### src/rtl/cache_fill_responder_pkg.sv
// ============================================================================
// Module   : cache_pkg
// Brief    : Shared line geometry and FSM state encoding for the fill responder.
// Revision : 1.0 - initial release
// ============================================================================
`default_nettype none

package cache_pkg;

   localparam int c_BURSTLOG2 = 3;
   localparam int c_LINEWORDS = 2 ** c_BURSTLOG2;

   typedef enum logic [1:0] {
      IDLE   = 2'd0,
      FETCH  = 2'd1,
      STREAM = 2'd2
   } state_t;

endpackage

`default_nettype wire

### src/rtl/cache_fill_responder_if.sv
// ============================================================================
// Module   : cache_fill_responder_if
// Brief    : Cache-side fill handshake and backing-memory read port bundle.
// Revision : 1.0 - initial release
// ============================================================================
`default_nettype none

interface cache_fill_responder_if #(
   parameter int ADDRWIDTH = 32
);
   logic                 sdram_req;
   logic [ADDRWIDTH-1:0] sdram_addr;
   logic                 sdram_fill;
   logic [31:0]          sdram_data;
   logic                 busy;
   logic                 mem_req;
   logic [ADDRWIDTH-1:0] mem_addr;
   logic                 mem_ack;
   logic [31:0]          mem_q;

   // master: the cache plus backing memory environment
   modport master (
      output sdram_req, sdram_addr, mem_ack, mem_q,
      input  sdram_fill, sdram_data, busy, mem_req, mem_addr
   );

   // slave: the fill responder
   modport slave (
      input  sdram_req, sdram_addr, mem_ack, mem_q,
      output sdram_fill, sdram_data, busy, mem_req, mem_addr
   );
endinterface

`default_nettype wire

### src/rtl/cache_fill_responder_line_buffer.sv
// ============================================================================
// Module   : line_buffer
// Brief    : N x 32 line store, one write port and one registered read port.
// Revision : 1.0 - initial release
// ============================================================================
`default_nettype none

module line_buffer
   import cache_pkg::*;
#(
   parameter int BURSTLOG2 = c_BURSTLOG2
) (
   input  wire logic                 clk,
   input  wire logic                 reset,
   input  wire logic                 we,
   input  wire logic [BURSTLOG2-1:0] windex,
   input  wire logic [31:0]          wdata,
   input  wire logic                 re,
   input  wire logic [BURSTLOG2-1:0] rindex,
   output      logic [31:0]          rdata
);

   logic [31:0] r_mem [2**BURSTLOG2];
   logic [31:0] r_rdata;

   // Storage needs no reset: every line is fully rewritten before it is read.
   always_ff @(posedge clk) begin
      if (we) begin
         r_mem[windex] <= wdata;
      end
   end

   always_ff @(posedge clk or negedge reset) begin
      if (!reset) begin
         r_rdata <= '0;
      end else if (re) begin
         r_rdata <= r_mem[rindex];
      end
   end

   assign rdata = r_rdata;

endmodule

`default_nettype wire

### src/rtl/cache_fill_responder.sv
// ============================================================================
// Module   : cache_fill_responder
// Brief    : Fetches a cache line critical-word-first, then bursts it gaplessly.
//            Optional CACHE_FILL_RESPONDER_PERF_EN adds fill/stall counters.
// Revision : 1.0 - initial release
// ============================================================================
`default_nettype none

module cache_fill_responder
   import cache_pkg::*;
#(
   parameter int BURSTLOG2 = c_BURSTLOG2,
   parameter int ADDRWIDTH = 32
) (
   input  wire logic             clk,
   input  wire logic             reset,
   cache_fill_responder_if.slave bus
`ifdef CACHE_FILL_RESPONDER_PERF_EN
   ,
   output      logic [31:0]      perf_fills,
   output      logic [31:0]      perf_stalls
`endif
);

   // BURSTLOG2 must be at least 1 so buf[0] is never written on the final ack.
   localparam int                   c_N    = 2 ** BURSTLOG2;
   localparam int                   c_BW   = ADDRWIDTH - BURSTLOG2 - 2;
   localparam logic [BURSTLOG2-1:0] c_LAST = BURSTLOG2'(c_N - 1);

   state_t                 r_state;
   logic [c_BW-1:0]        r_base;
   logic [BURSTLOG2-1:0]   r_idx;
   logic [BURSTLOG2-1:0]   r_cnt;
   logic                   r_fill;
   logic                   r_busy;
   logic                   r_mem_req;
   logic [ADDRWIDTH-1:0]   r_mem_addr;

   logic                   w_ack;
   logic [BURSTLOG2-1:0]   w_idx_next;
   logic                   w_re;
   logic [BURSTLOG2-1:0]   w_rindex;
   logic [31:0]            w_rdata;
   logic [1:0]             w_unused_byte;

   assign w_ack         = (r_state == FETCH) && r_mem_req && bus.mem_ack;
   assign w_idx_next    = r_idx + BURSTLOG2'(1);
   assign w_unused_byte = bus.sdram_addr[1:0];

   // Read one word ahead so each stream word is already registered when shown.
   assign w_re     = (w_ack && (r_cnt == c_LAST)) ||
                     ((r_state == STREAM) && (r_cnt != c_LAST));
   assign w_rindex = (r_state == STREAM) ? (r_cnt + BURSTLOG2'(1)) : '0;

   line_buffer #(
      .BURSTLOG2 (BURSTLOG2)
   ) u_line_buffer (
      .clk    (clk),
      .reset  (reset),
      .we     (w_ack),
      .windex (r_cnt),
      .wdata  (bus.mem_q),
      .re     (w_re),
      .rindex (w_rindex),
      .rdata  (w_rdata)
   );

   always_ff @(posedge clk or negedge reset) begin
      if (!reset) begin
         r_state    <= IDLE;
         r_base     <= '0;
         r_idx      <= '0;
         r_cnt      <= '0;
         r_fill     <= 1'b0;
         r_busy     <= 1'b0;
         r_mem_req  <= 1'b0;
         r_mem_addr <= '0;
      end else begin
         r_fill <= 1'b0;
         case (r_state)
            IDLE: begin
               if (bus.sdram_req) begin
                  r_base     <= bus.sdram_addr[ADDRWIDTH-1:BURSTLOG2+2];
                  r_idx      <= bus.sdram_addr[BURSTLOG2+1:2];
                  r_cnt      <= '0;
                  r_busy     <= 1'b1;
                  r_mem_req  <= 1'b1;
                  r_mem_addr <= {bus.sdram_addr[ADDRWIDTH-1:2], 2'b00};
                  r_state    <= FETCH;
               end
            end
            FETCH: begin
               if (w_ack) begin
                  r_cnt      <= r_cnt + BURSTLOG2'(1);
                  r_idx      <= w_idx_next;
                  r_mem_addr <= {r_base, w_idx_next, 2'b00};
                  if (r_cnt == c_LAST) begin
                     r_mem_req <= 1'b0;
                     r_cnt     <= '0;
                     r_fill    <= 1'b1;
                     r_state   <= STREAM;
                  end
               end
            end
            STREAM: begin
               if (r_cnt == c_LAST) begin
                  r_busy  <= 1'b0;
                  r_state <= IDLE;
               end else begin
                  r_cnt <= r_cnt + BURSTLOG2'(1);
               end
            end
            default: r_state <= IDLE;
         endcase
      end
   end

`ifdef CACHE_FILL_RESPONDER_PERF_EN
   always_ff @(posedge clk or negedge reset) begin
      if (!reset) begin
         perf_fills  <= '0;
         perf_stalls <= '0;
      end else begin
         if ((r_state == STREAM) && (r_cnt == c_LAST)) begin
            perf_fills <= perf_fills + 32'd1;
         end
         if ((r_state == FETCH) && r_mem_req && !bus.mem_ack) begin
            perf_stalls <= perf_stalls + 32'd1;
         end
      end
   end
`endif

   assign bus.sdram_fill = r_fill;
   assign bus.sdram_data = w_rdata;
   assign bus.busy       = r_busy;
   assign bus.mem_req    = r_mem_req;
   assign bus.mem_addr   = r_mem_addr;

endmodule

`default_nettype wire
### src/flat_wrapper.sv
// flat-port wrapper written by rule: the top's interface ports become plain ports
module cache_fill_responder_flat import cache_pkg::*;
#(
   parameter int BURSTLOG2 = c_BURSTLOG2,
   parameter int ADDRWIDTH = 32
)
  (clk, reset, bus_sdram_req, bus_sdram_addr, bus_mem_ack, bus_mem_q, bus_sdram_fill, bus_sdram_data, bus_busy, bus_mem_req, bus_mem_addr);
  cache_fill_responder_if #(.ADDRWIDTH(ADDRWIDTH)) bus_i ();
  input  wire logic clk;
  input  wire logic reset;
  input wire logic [$bits(bus_i.sdram_req)-1:0] bus_sdram_req;
  input wire logic [$bits(bus_i.sdram_addr)-1:0] bus_sdram_addr;
  input wire logic [$bits(bus_i.mem_ack)-1:0] bus_mem_ack;
  input wire logic [$bits(bus_i.mem_q)-1:0] bus_mem_q;
  output wire logic [$bits(bus_i.sdram_fill)-1:0] bus_sdram_fill;
  output wire logic [$bits(bus_i.sdram_data)-1:0] bus_sdram_data;
  output wire logic [$bits(bus_i.busy)-1:0] bus_busy;
  output wire logic [$bits(bus_i.mem_req)-1:0] bus_mem_req;
  output wire logic [$bits(bus_i.mem_addr)-1:0] bus_mem_addr;
  assign bus_i.sdram_req = bus_sdram_req;
  assign bus_i.sdram_addr = bus_sdram_addr;
  assign bus_i.mem_ack = bus_mem_ack;
  assign bus_i.mem_q = bus_mem_q;
  assign bus_sdram_fill = bus_i.sdram_fill;
  assign bus_sdram_data = bus_i.sdram_data;
  assign bus_busy = bus_i.busy;
  assign bus_mem_req = bus_i.mem_req;
  assign bus_mem_addr = bus_i.mem_addr;
  cache_fill_responder #(.BURSTLOG2(BURSTLOG2), .ADDRWIDTH(ADDRWIDTH)) u_core (.clk(clk), .reset(reset), .bus(bus_i));
endmodule
### config.mk
export PLATFORM = sky130hd
export DESIGN_NAME = cache_fill_responder_flat
export DESIGN_NICKNAME = d
export VERILOG_FILES = /design/src/rtl/cache_fill_responder_pkg.sv /design/src/rtl/cache_fill_responder_if.sv /design/src/rtl/cache_fill_responder_line_buffer.sv /design/src/rtl/cache_fill_responder.sv /design/src/flat_wrapper.sv
export SDC_FILE = /design/constraint.sdc
export NUM_CORES = 1
export LEC_CHECK = 0
export ABC_AREA = 0
export ABC_CLOCK_PERIOD_IN_PS = 10800
export BUFFER_PORTS_ARGS = -buffer_cell sky130_fd_sc_hd__buf_2
export CAP_MARGIN = 20
export CELL_PAD_IN_SITES_DETAIL_PLACEMENT = 2
export CELL_PAD_IN_SITES_GLOBAL_PLACEMENT = 2
export CORE_MARGIN = 10
export CORE_UTILIZATION = 25
export CTS_BUF_LIST = sky130_fd_sc_hd__clkbuf_8
export DETAILED_ROUTE_END_ITERATION = 16
export HOLD_SLACK_MARGIN = 0.08
export PLACE_DENSITY = 0.51
export SLEW_MARGIN = 40
export SYNTH_ARGS = -nofsm -noshare
export SYNTH_HDL_FRONTEND = slang
export SYNTH_HIERARCHICAL = 1
export SYNTH_SLANG_ARGS = --single-unit
export TNS_END_PERCENT = 100
### constraint.sdc
create_clock -name clk -period 10.8 [get_ports clk]
set_input_delay 2.16 -clock clk [delete_from_list [all_inputs] [get_ports clk]]
set_output_delay 2.16 -clock clk [all_outputs]
set_load 0.005 [all_outputs]
==> flow_summary.ini, run 1 <==
[synthesis]
async_flop_share_pct = 27.48
synth_largest_area_cell = edfxtp_1
synth_seq_area_share_pct = 71.11
ys_top_cells_by_area = edfxtp_1 54%, dfrtp_1 17%, mux2i_1 8.7%
synth_edf_count = 256
yosysTopAreaCellShare_pct = 54.04
synthCells = 884
yosysWarningCount = 6
ys.flop_type = edfxtp_1
avgSynthCellArea_um2 = 16.09
ys_seq_elements = 353
netlist_area_mm2 = 0.01422
yosys.cell_types.count = 37

[layout]
fill_cells = 5912
drive_above_1_share_pct = 25.70
area_delta_synth_final_pct = 19.37
nets = 1123
fin_cells = 1859

[timing]
rsz0062_at_grt = no
finalHoldViolations = 0
worst_pin_slew_ps = 671.6
fin_ws_ps = 7144
setup_tns_ps = 0
maxSlewViolCount = 0
finClkSkew_ps = 38.15
fin_crit_ps = 3656
relSlewSlack_pct = 55.23
finalCritPeriodShare_pct = 33.85
setup_viol = 0
timing.fmax_ghz = 0.2735

[placement]
io_buffers = 130
dp.cells = 1731
dp_slack_ps = 6440
dp_hpwl_um = 22010
place_congestion = 0.6538

[clock_network]
clockBufferDepth = 3
holdBufCountCts = 0
cts_max_level = 3
cts_tree = yes
post_cts_buffers = 0
post_cts_resized = 0
clk_latency_ps = 630
clock-sinks = 353
ctsRootBufferMaster = clkbuf_8
cts_buffers = 69
path_clk_slew_ps = 50

[global_routing]
grt_max_degree = 88
grtUsageTotal_pct = 11.65
overflow = 0
grt_pass1_wl_um = 59080
grt_pass1_vias = 9287
antenna_found_initial = 17

[status]
status = completed

[critical_path]
cp-end-kind = register
critical_path.cell_chain = buf_2, and3_1, nand2_1, nor3_4, buf_4
worst-path-stages = 5
setup.worst_path.end = u_core/u_line_buffer/r_mem[4][28]
cp_data_arrival_time_ps = 3900
criticalPathCategory = in -> reg
required_ps = 11040
slowest_stage = nor3_4
startpoint = bus_mem_ack
r2r-start = u_core/r_cnt[0]
cp_slowest_stage_delay_ps = 550
r2r_setup_slack_ps = 7590
rr_worst_depth = 8
cp-start-kind = primary input
r2r-end = u_core/u_line_buffer/rdata[18]
path_max_fanout = 24
critPathTopFamily = simple AND/OR/NAND/NOR gates
path_buf_inv = 2

[detailed_routing]
viasPerCell = 4.441
totalWireLength_um = 38550
drc_errors = 0
routedWlPerCell_um = 20.74
dr.pass1.iters = 4
ant_nets = 0
num_vias = 8255
first_iter_violations = 322

[power_and_ir_drop]
sw_frac_of_total_pct = 28.10
power.switching_mw = 0.9787
intPower_mw = 2.504
power.share.combinational_pct = 15.7
power_density_mw_per_mm2 = 205.1
clockPowerShare_pct = 35.7
power_frac_seq_pct = 48.6
p_total_mw = 3.483
vdd_drop_max_mv = 0.09777
p_leak_nw = 6.439

[floorplan]
fp.coreArea_mm2 = 0.05639
rows = 87
fp.dieH_um = 258.5
die_x_um = 258.5
io_pins = 135
initial_core_util_pct = 25.23
dieArea_mm2 = 0.06684

[run]
maxCapViolCount = 0

[min_path]
hold_path.class = reg -> reg
[sequential cells by signal, summed over array words and instances (netlist names)]
signal                      count
u_core/bus.mem_addr            28
u_core/u_line_buffer/r_mem    256
u_core/bus.sdram_fill           1
u_core/bus.busy                 1
u_core/r_base                  27
u_core/bus.mem_req              1
u_core/r_idx                    2
u_core/r_state                  2
u_core/r_cnt                    3
u_core/u_line_buffer/rdata     32
[power by group through the flow]
stage	Combinational, mW	Sequential, mW	Clock (mW)
after floorplan	0.352	1.71	0
after global placement	0.552	1.71	0
after detailed placement	0.564	1.72	0
after CTS	0.566	1.70	1.32
after global routing	0.629	1.72	1.37
final	0.546	1.69	1.24
[layout by cell type (no fill, tap or decap), types with 3 or more instances in the layout]
cell	synthesis	layout
edfxtp_1	256	256
a22o_1	3	3
ha_1	9	8
mux2_2	30	30
a211o_1	32	32
and3_1	3	3
dfrtp_1	97	97
inv_1	4	43
nor2_4	0	8
buf_4	8	14
nand2_1	6	5
clkinv_2	0	3
nand2b_1	6	6
buf_2	23	129
o21ai_0	3	3
nor2b_1	65	64
a22oi_1	32	32
nand3_1	33	33
nor2_1	39	31
clkbuf_8	0	74
clkinvlp_4	0	4
mux2i_1	124	124
a21oi_1	33	33
a41o_1	32	32
buf_6	15	3
[cell families after synthesis]
family | count (synthesis) | synth area share [%]
multiplexers | 154 | 11.10
AO/OA/AOI/OAI | 143 | 7.820
adder cells (fa/ha/maj) | 9 | 0.7916
flip-flops | 353 | 71.11
other | 1 | 0.02636
AND/OR/NAND/NOR | 162 | 6.148
buffers and inverters | 62 | 3.008
[area by class of cell]
type	instances	area (um^2)	area share, %
repair buffers	148	832.0	4.900
inverters	4	15.01	0.08842
diodes	2	5.005	0.02947
flip-flops and latches	353	10110	59.57
clock inverters	52	255.2	1.503
clock buffers	74	1018	5.998
well taps	756	945.9	5.571
multi-input cells	470	3794	22.34
[stage by stage]
step / cell area (um^2) / hold slack (ps) / util, %
2_1_floorplan: 14230 / 479.2 / -
3_3_place_gp: 15650 / 487.8 / 27.76
3_5_place_dp: 15690 / 497.8 / 27.82
4_1_cts: 16960 / 509.3 / 30.08
5_1_grt: 16980 / 517.6 / 30.10
6_report: 16980 / 503.9 / 30.11
[cells in the mapped netlist (2+ instances only)]
cell,n
a211o_1,32
a21oi_1,33
a22o_1,3
a22oi_1,32
a41o_1,32
and2_1,3
and3_1,3
buf_2,23
buf_4,8
buf_6,15
buf_8,2
clkbuf_1,9
dfrtp_1,97
edfxtp_1,256
ha_1,9
inv_1,4
mux2_2,30
mux2i_1,124
nand2_1,6
nand2b_1,6
nand3_1,33
nor2_1,39
nor2b_1,65
nor3_1,4
o21ai_0,3
o2bb2ai_1,2
[worst min path at each step]
stage / from / endpoint / slack [ps] / cells past startpoint
finish: u_core/r_base[16] / u_core/r_base[16] / 500 / 1
global route: u_core/r_base[8] / u_core/r_base[8] / 520 / 1
CTS: u_core/r_base[8] / u_core/r_base[8] / 510 / 1
detailed placement: u_core/r_base[8] / u_core/r_base[8] / 500 / 1
global placement: u_core/r_base[15] / u_core/r_base[15] / 490 / 1
floorplan: u_core/r_base[0] / u_core/r_base[0] / 480 / 1
[routing by layer]
| metal | vias to the layer above | GRT usage, % | part of all wire (%) | routed length, um |
|---|---|---|---|---|
| met5 | - | 0 | 0.58 | 223 |
| met4 | 30 | 4.231 | 2.3 | 881 |
| met3 | 94 | 5.539 | 8.9 | 3434 |
| met2 | 197 | 17.89 | 45 | 17440 |
| met1 | 4200 | 14.03 | 43 | 16570 |
| li1 | 3734 | - | - | - |
Note: power is estimated with default switching activity, not from simulation.
==> run 2: changes to the inputs <==
--- a/config.mk
+++ b/config.mk
@@ -6,7 +6,7 @@
 export NUM_CORES = 1
 export LEC_CHECK = 0
 export ABC_AREA = 0
-export ABC_CLOCK_PERIOD_IN_PS = 10800
+export ABC_CLOCK_PERIOD_IN_PS = 3400
 export BUFFER_PORTS_ARGS = -buffer_cell sky130_fd_sc_hd__buf_2
 export CAP_MARGIN = 20
 export CELL_PAD_IN_SITES_DETAIL_PLACEMENT = 2
==> constraint.sdc (replaced) <==
create_clock -name clk -period 3.4 [get_ports clk]
set_input_delay 0.68 -clock clk [delete_from_list [all_inputs] [get_ports clk]]
set_output_delay 0.68 -clock clk [all_outputs]
set_load 0.005 [all_outputs]
==> run 2 against run 1 <==
  * Hold slack got worse by 210 ps
  * Critical path depth grew 1
  * Die area stayed put
  * Non-clock buffer count is 9 higher
  * Clock-buffer cell count rose by 2
==> flow_summary.ini, run 2 (same netlist as run 1, synthesis figures left out) <==
[timing]
finalHoldViolations = 0
finClkSkew_ps = 38.37
rsz0062_at_grt = no
maxSlewViolCount = 0
fin_crit_ps = 2645
worst_pin_slew_ps = 759.3
timing.fmax_ghz = 0.3780
setup_viol = 0
finalCritPeriodShare_pct = 77.80
whs_ps = 294.6
relSlewSlack_pct = 49.24
setup_tns_ps = 0

[clock_network]
post_cts_buffers = 0
clock-sinks = 353
cts_buffers = 68
cts_tree = yes
cts_max_level = 3
holdBufCountCts = 1
post_cts_resized = 0
path_clk_slew_ps = 60
clockBufferDepth = 3
ctsRootBufferMaster = clkbuf_8
clk_latency_ps = 650

[critical_path]
critPathTopFamily = simple AND/OR/NAND/NOR gates
path_max_fanout = 32
r2r-start = u_core/r_cnt[0]
cp_data_arrival_time_ps = 3150
required_ps = 3900
slowest_stage = dfrtp_1
startpoint = u_core/r_cnt[0]
worst-path-stages = 6
r2r-end = u_core/u_line_buffer/rdata[21]
critical_path.cell_chain = ha_1, ha_1, and2_2, nand2b_4, a211o_1, a41o_1
r2r_setup_slack_ps = 750
rr_worst_depth = 6
cp-end-kind = register
path_buf_inv = 0
cp_slowest_stage_delay_ps = 530
criticalPathCategory = reg -> reg
crit_top_cell = ha_1
cp-start-kind = register
setup.worst_path.end = u_core/u_line_buffer/rdata[21]

[detailed_routing]
ant_nets = 0
routed-wl-met2_um = 18920
top_layer = met5
wl_met3_um = 2906
routedWlPerCell_um = 21.32
dr.pass1.iters = 4
num_vias = 8379
first_iter_violations = 343
drc_errors = 0
totalWireLength_um = 39840
drt-met1-wl_um = 17110
viasPerCell = 4.483

[layout]
multi_input_area_mm2 = 0.003792
nets = 1131
finalInstanceArea_mm2 = 0.01723
regMostFlops = u_core/u_line_buffer/r_mem
layout_common_cells = 256 x edfxtp_1, 129 x buf_2, 124 x mux2i_1
layout_commonest_cell = edfxtp_1
largest_reg_flops = 256
drive_above_1_share_pct = 26.33
seq_area_mm2 = 0.01011
area_delta_synth_final_pct = 21.14
fill_cells = 5944

[run]
maxCapViolCount = 0

[global_routing]
grt_pass1_vias = 9611
overflow = 0
grt_pass1_wl_um = 60850
antenna_found_initial = 12
grt_max_degree = 80
grtUsageTotal_pct = 11.95

[floorplan]
fp.dieH_um = 258.5
rows = 87
io_pins = 135
fp.coreArea_mm2 = 0.05639
initial_core_util_pct = 25.23
die_x_um = 258.5
dieArea_mm2 = 0.06684

[power_and_ir_drop]
vdd_drop_max_mv = 0.3573
power_density_mw_per_mm2 = 655.1
p_leak_nw = 6.497

[placement]
dp_hpwl_um = 22940
dpl_cell_area_mm2 = 0.01588
place_congestion = 0.6905
io_buffers = 130

[status]
status = completed

[min_path]
hold_start = bus_sdram_addr[31]
hold_path.class = in -> reg
-- run 2: metrics by stage --
step                      utilization [%]  instances  power, mW  worst slack, ps
after global routing                30.55       1866      12.00            624.9
after floorplan                         -        885      6.553            549.5
after global placement              28.16       1739      7.234            767.7
final                               30.56       1869      11.29            754.7
after detailed placement            28.17       1739      7.316            727.4
after CTS                           30.54       1865      11.58            700.6
-- run 2: final cells by class --
cell class | count | share of cell area [%]
inverters | 4 | 0.08713
multi-input cells | 470 | 22.01
flip-flops and latches | 353 | 58.70
repair buffers | 157 | 5.947
clock inverters | 49 | 1.641
clock buffers | 76 | 6.070
well taps | 756 | 5.489
diodes | 4 | 0.05809
-- run 2: routing by layer --
metal	vias up	track usage [%]
met5	-	0
met4	18	4.166
met3	73	4.461
met2	188	19.47
met1	4347	14.27
li1	3753	-
-- run 2: worst min-delay path by stage --
stage          cells after the start           endpoint  slack, ps
6_report                           2  u_core/r_base[26]        290
2_1_floorplan                      0    u_core/bus.busy        380
3_5_place_dp                       1  u_core/r_base[14]        500
5_1_grt                            2  u_core/r_base[23]        260
3_3_place_gp                       1  u_core/r_base[15]        490
4_1_cts                            2  u_core/r_base[23]        230
-- run 2: power breakdown --
part	internal, mW	leakage, nW	switching, mW
clock	2.22	0.774	1.91
sequential	5.14	3.50	0.266
combinational	0.756	2.22	1.01
total	8.11	6.50	3.18
-- run 2: worst reg2reg max path, cell delays in order (launching register included) --
cell	delay, ps
dfrtp_1	530
ha_1	310
ha_1	310
and2_2	300
nand2b_4	390
a211o_1	420
a41o_1	240
==> run 3: changes to the inputs <==
--- a/config.mk
+++ b/config.mk
@@ -6,7 +6,7 @@
 export NUM_CORES = 1
 export LEC_CHECK = 0
 export ABC_AREA = 0
-export ABC_CLOCK_PERIOD_IN_PS = 3400
+export ABC_CLOCK_PERIOD_IN_PS = 2600
 export BUFFER_PORTS_ARGS = -buffer_cell sky130_fd_sc_hd__buf_2
 export CAP_MARGIN = 20
 export CELL_PAD_IN_SITES_DETAIL_PLACEMENT = 2
==> constraint.sdc (replaced) <==
create_clock -name clk -period 2.6 [get_ports clk]
set_input_delay 0.52 -clock clk [delete_from_list [all_inputs] [get_ports clk]]
set_output_delay 0.52 -clock clk [all_outputs]
set_load 0.005 [all_outputs]
==> run 3 against run 2 <==
  * Clock power up 32%
  * Total power up 32%
  * Utilization up 0.40 points
  * Cell area up 1.3%
  * Clock skew down 9.6 ps
  * Clock-buffer cell count up 1
  * Routed wire length down 0.75%
  * Critical path type unchanged
  * Largest power group unchanged
  * Maximum frequency up 15%
  * Highest routed layer unchanged
  * Worst setup slack worse by 460 ps
  * Critical endpoint is now u_core/u_line_buffer/rdata[12]
  * Die area unchanged
  * Final cell count up 0.54%
  * Flip-flop and latch count unchanged
==> flow_summary.ini, run 3 (same netlist as run 1, synthesis figures left out) <==
[run]
maxCapViolCount = 0

[layout]
regMostFlops = u_core/u_line_buffer/r_mem
area_delta_synth_final_pct = 22.71
nets = 1146
final_util_pct = 30.96
fin_cells = 1879
largest_reg_flops = 256
fill_cells = 5916
layout_common_cells = 256 x edfxtp_1, 129 x buf_2, 124 x mux2i_1
layout_commonest_cell = edfxtp_1
drive_above_1_share_pct = 27.32
finalInstanceArea_mm2 = 0.01746

[clock_network]
cts_buffers = 69
clock-sinks = 353
path_clk_slew_ps = 50
cts_max_level = 3
ctsRootBufferMaster = clkbuf_8
post_cts_resized = 0
clockBufferDepth = 3
cts_tree = yes
clk_latency_ps = 640

[power_and_ir_drop]
p_leak_nw = 6.620
vdd_drop_max_mv = 0.4318
p_total_mw = 14.89
power_density_mw_per_mm2 = 852.9

[global_routing]
grtUsageTotal_pct = 11.90
overflow = 0
grt_pass1_vias = 9584
antenna_found_initial = 11
grt_pass1_wl_um = 60410
grt_max_degree = 60

[floorplan]
die_x_um = 258.5
fp.coreArea_mm2 = 0.05639
fp.dieH_um = 258.5
initial_core_util_pct = 25.23
dieArea_mm2 = 0.06684
rows = 87
io_pins = 135

[detailed_routing]
first_iter_violations = 315
drc_errors = 0
num_vias = 8327
ant_nets = 0
viasPerCell = 4.432
routedWlPerCell_um = 21.04
totalWireLength_um = 39540
dr.pass1.iters = 4

[timing]
setup_viol = 0
setup_tns_ps = 0
finalCritPeriodShare_pct = 88.52
finClkSkew_ps = 28.79
maxSlewViolCount = 0
timing.fmax_ghz = 0.4345
fin_ws_ps = 298.5
worst_pin_slew_ps = 691.5
relSlewSlack_pct = 53.78
finalHoldViolations = 0
whs_ps = 152.7
fin_crit_ps = 2301
rsz0062_at_grt = no

[critical_path]
required_ps = 3100
cp_data_arrival_time_ps = 2810
path_max_fanout = 32
criticalPathCategory = reg -> reg
cp-start-kind = register
cp-end-kind = register

[placement]
io_buffers = 130
dp_hpwl_um = 23060
dp_slack_ps = 238.3
dp.cells = 1751
dpl_cell_area_mm2 = 0.01607
place_congestion = 0.6750

[status]
status = completed

[min_path]
hold_path.class = in -> reg
==> run 3: repair_timing <==
| item | 4_1_cts | 5_1_grt |
|---|---|---|
| hold endpoints to repair | 35 | 0 |
| buffers inserted | 0 | 0 |
| hold buffers | 3 | 0 |
==> run 3: final timing paths <==
check | startpoint | endpoint | slack, ps | depth (start not counted)
setup / recovery | u_core/r_cnt[0] | u_core/u_line_buffer/rdata[12] | 300 | 6
hold / removal | bus_sdram_addr[25] | u_core/r_base[20] | 150 | 2
setup reg to reg | u_core/r_cnt[0] | u_core/u_line_buffer/rdata[12] | 300 | 6
hold reg to reg | u_core/r_base[18] | u_core/r_base[18] | 500 | 1
max in group asynchronous | reset | u_core/u_line_buffer/rdata[12] | 1560 | 3
min in group asynchronous | reset | u_core/r_base[6] | 420 | 2
==> run 3: worst max-delay path, stage by stage (launching register included) <==
cell and delay, ps:
dfrtp_1 380, ha_1 230, ha_1 290, and2_2 260, nand2b_4 370, a211o_1 410, a41o_1 240
==> run 3: report_power, final <==
group	switching (mW)	total, mW	leakage (nW)	internal, mW
registers	0.298	7.02	3.50	6.72
logic	1.38	2.42	2.31	1.04
clock network	2.43	5.45	0.804	3.02
total	4.11	14.9	6.62	10.8
==> run 3: metal layers <==
layer / part of all wire, % / global-route usage (%) / vias to the layer above
li1: - / - / 3770
met1: 44 / 14.29 / 4269
met2: 47 / 19.31 / 188
met3: 6.9 / 4.684 / 84
met4: 2.2 / 3.774 / 16
met5: 0.25 / 0 / -
==> run 3: final cells by class <==
| class | count | area (um^2) | share of cell area, % |
|---|---|---|---|
| antenna | 3 | 7.507 | 0.04301 |
| timing repair buffer | 171 | 1231 | 7.053 |
| sequential | 353 | 10110 | 57.95 |
| inverter | 4 | 15.01 | 0.08602 |
| multi-input combinational | 470 | 3792 | 21.73 |
| clock inverter | 45 | 289.0 | 1.656 |
| clock buffer | 77 | 1060 | 6.071 |
| tap | 756 | 945.9 | 5.419 |
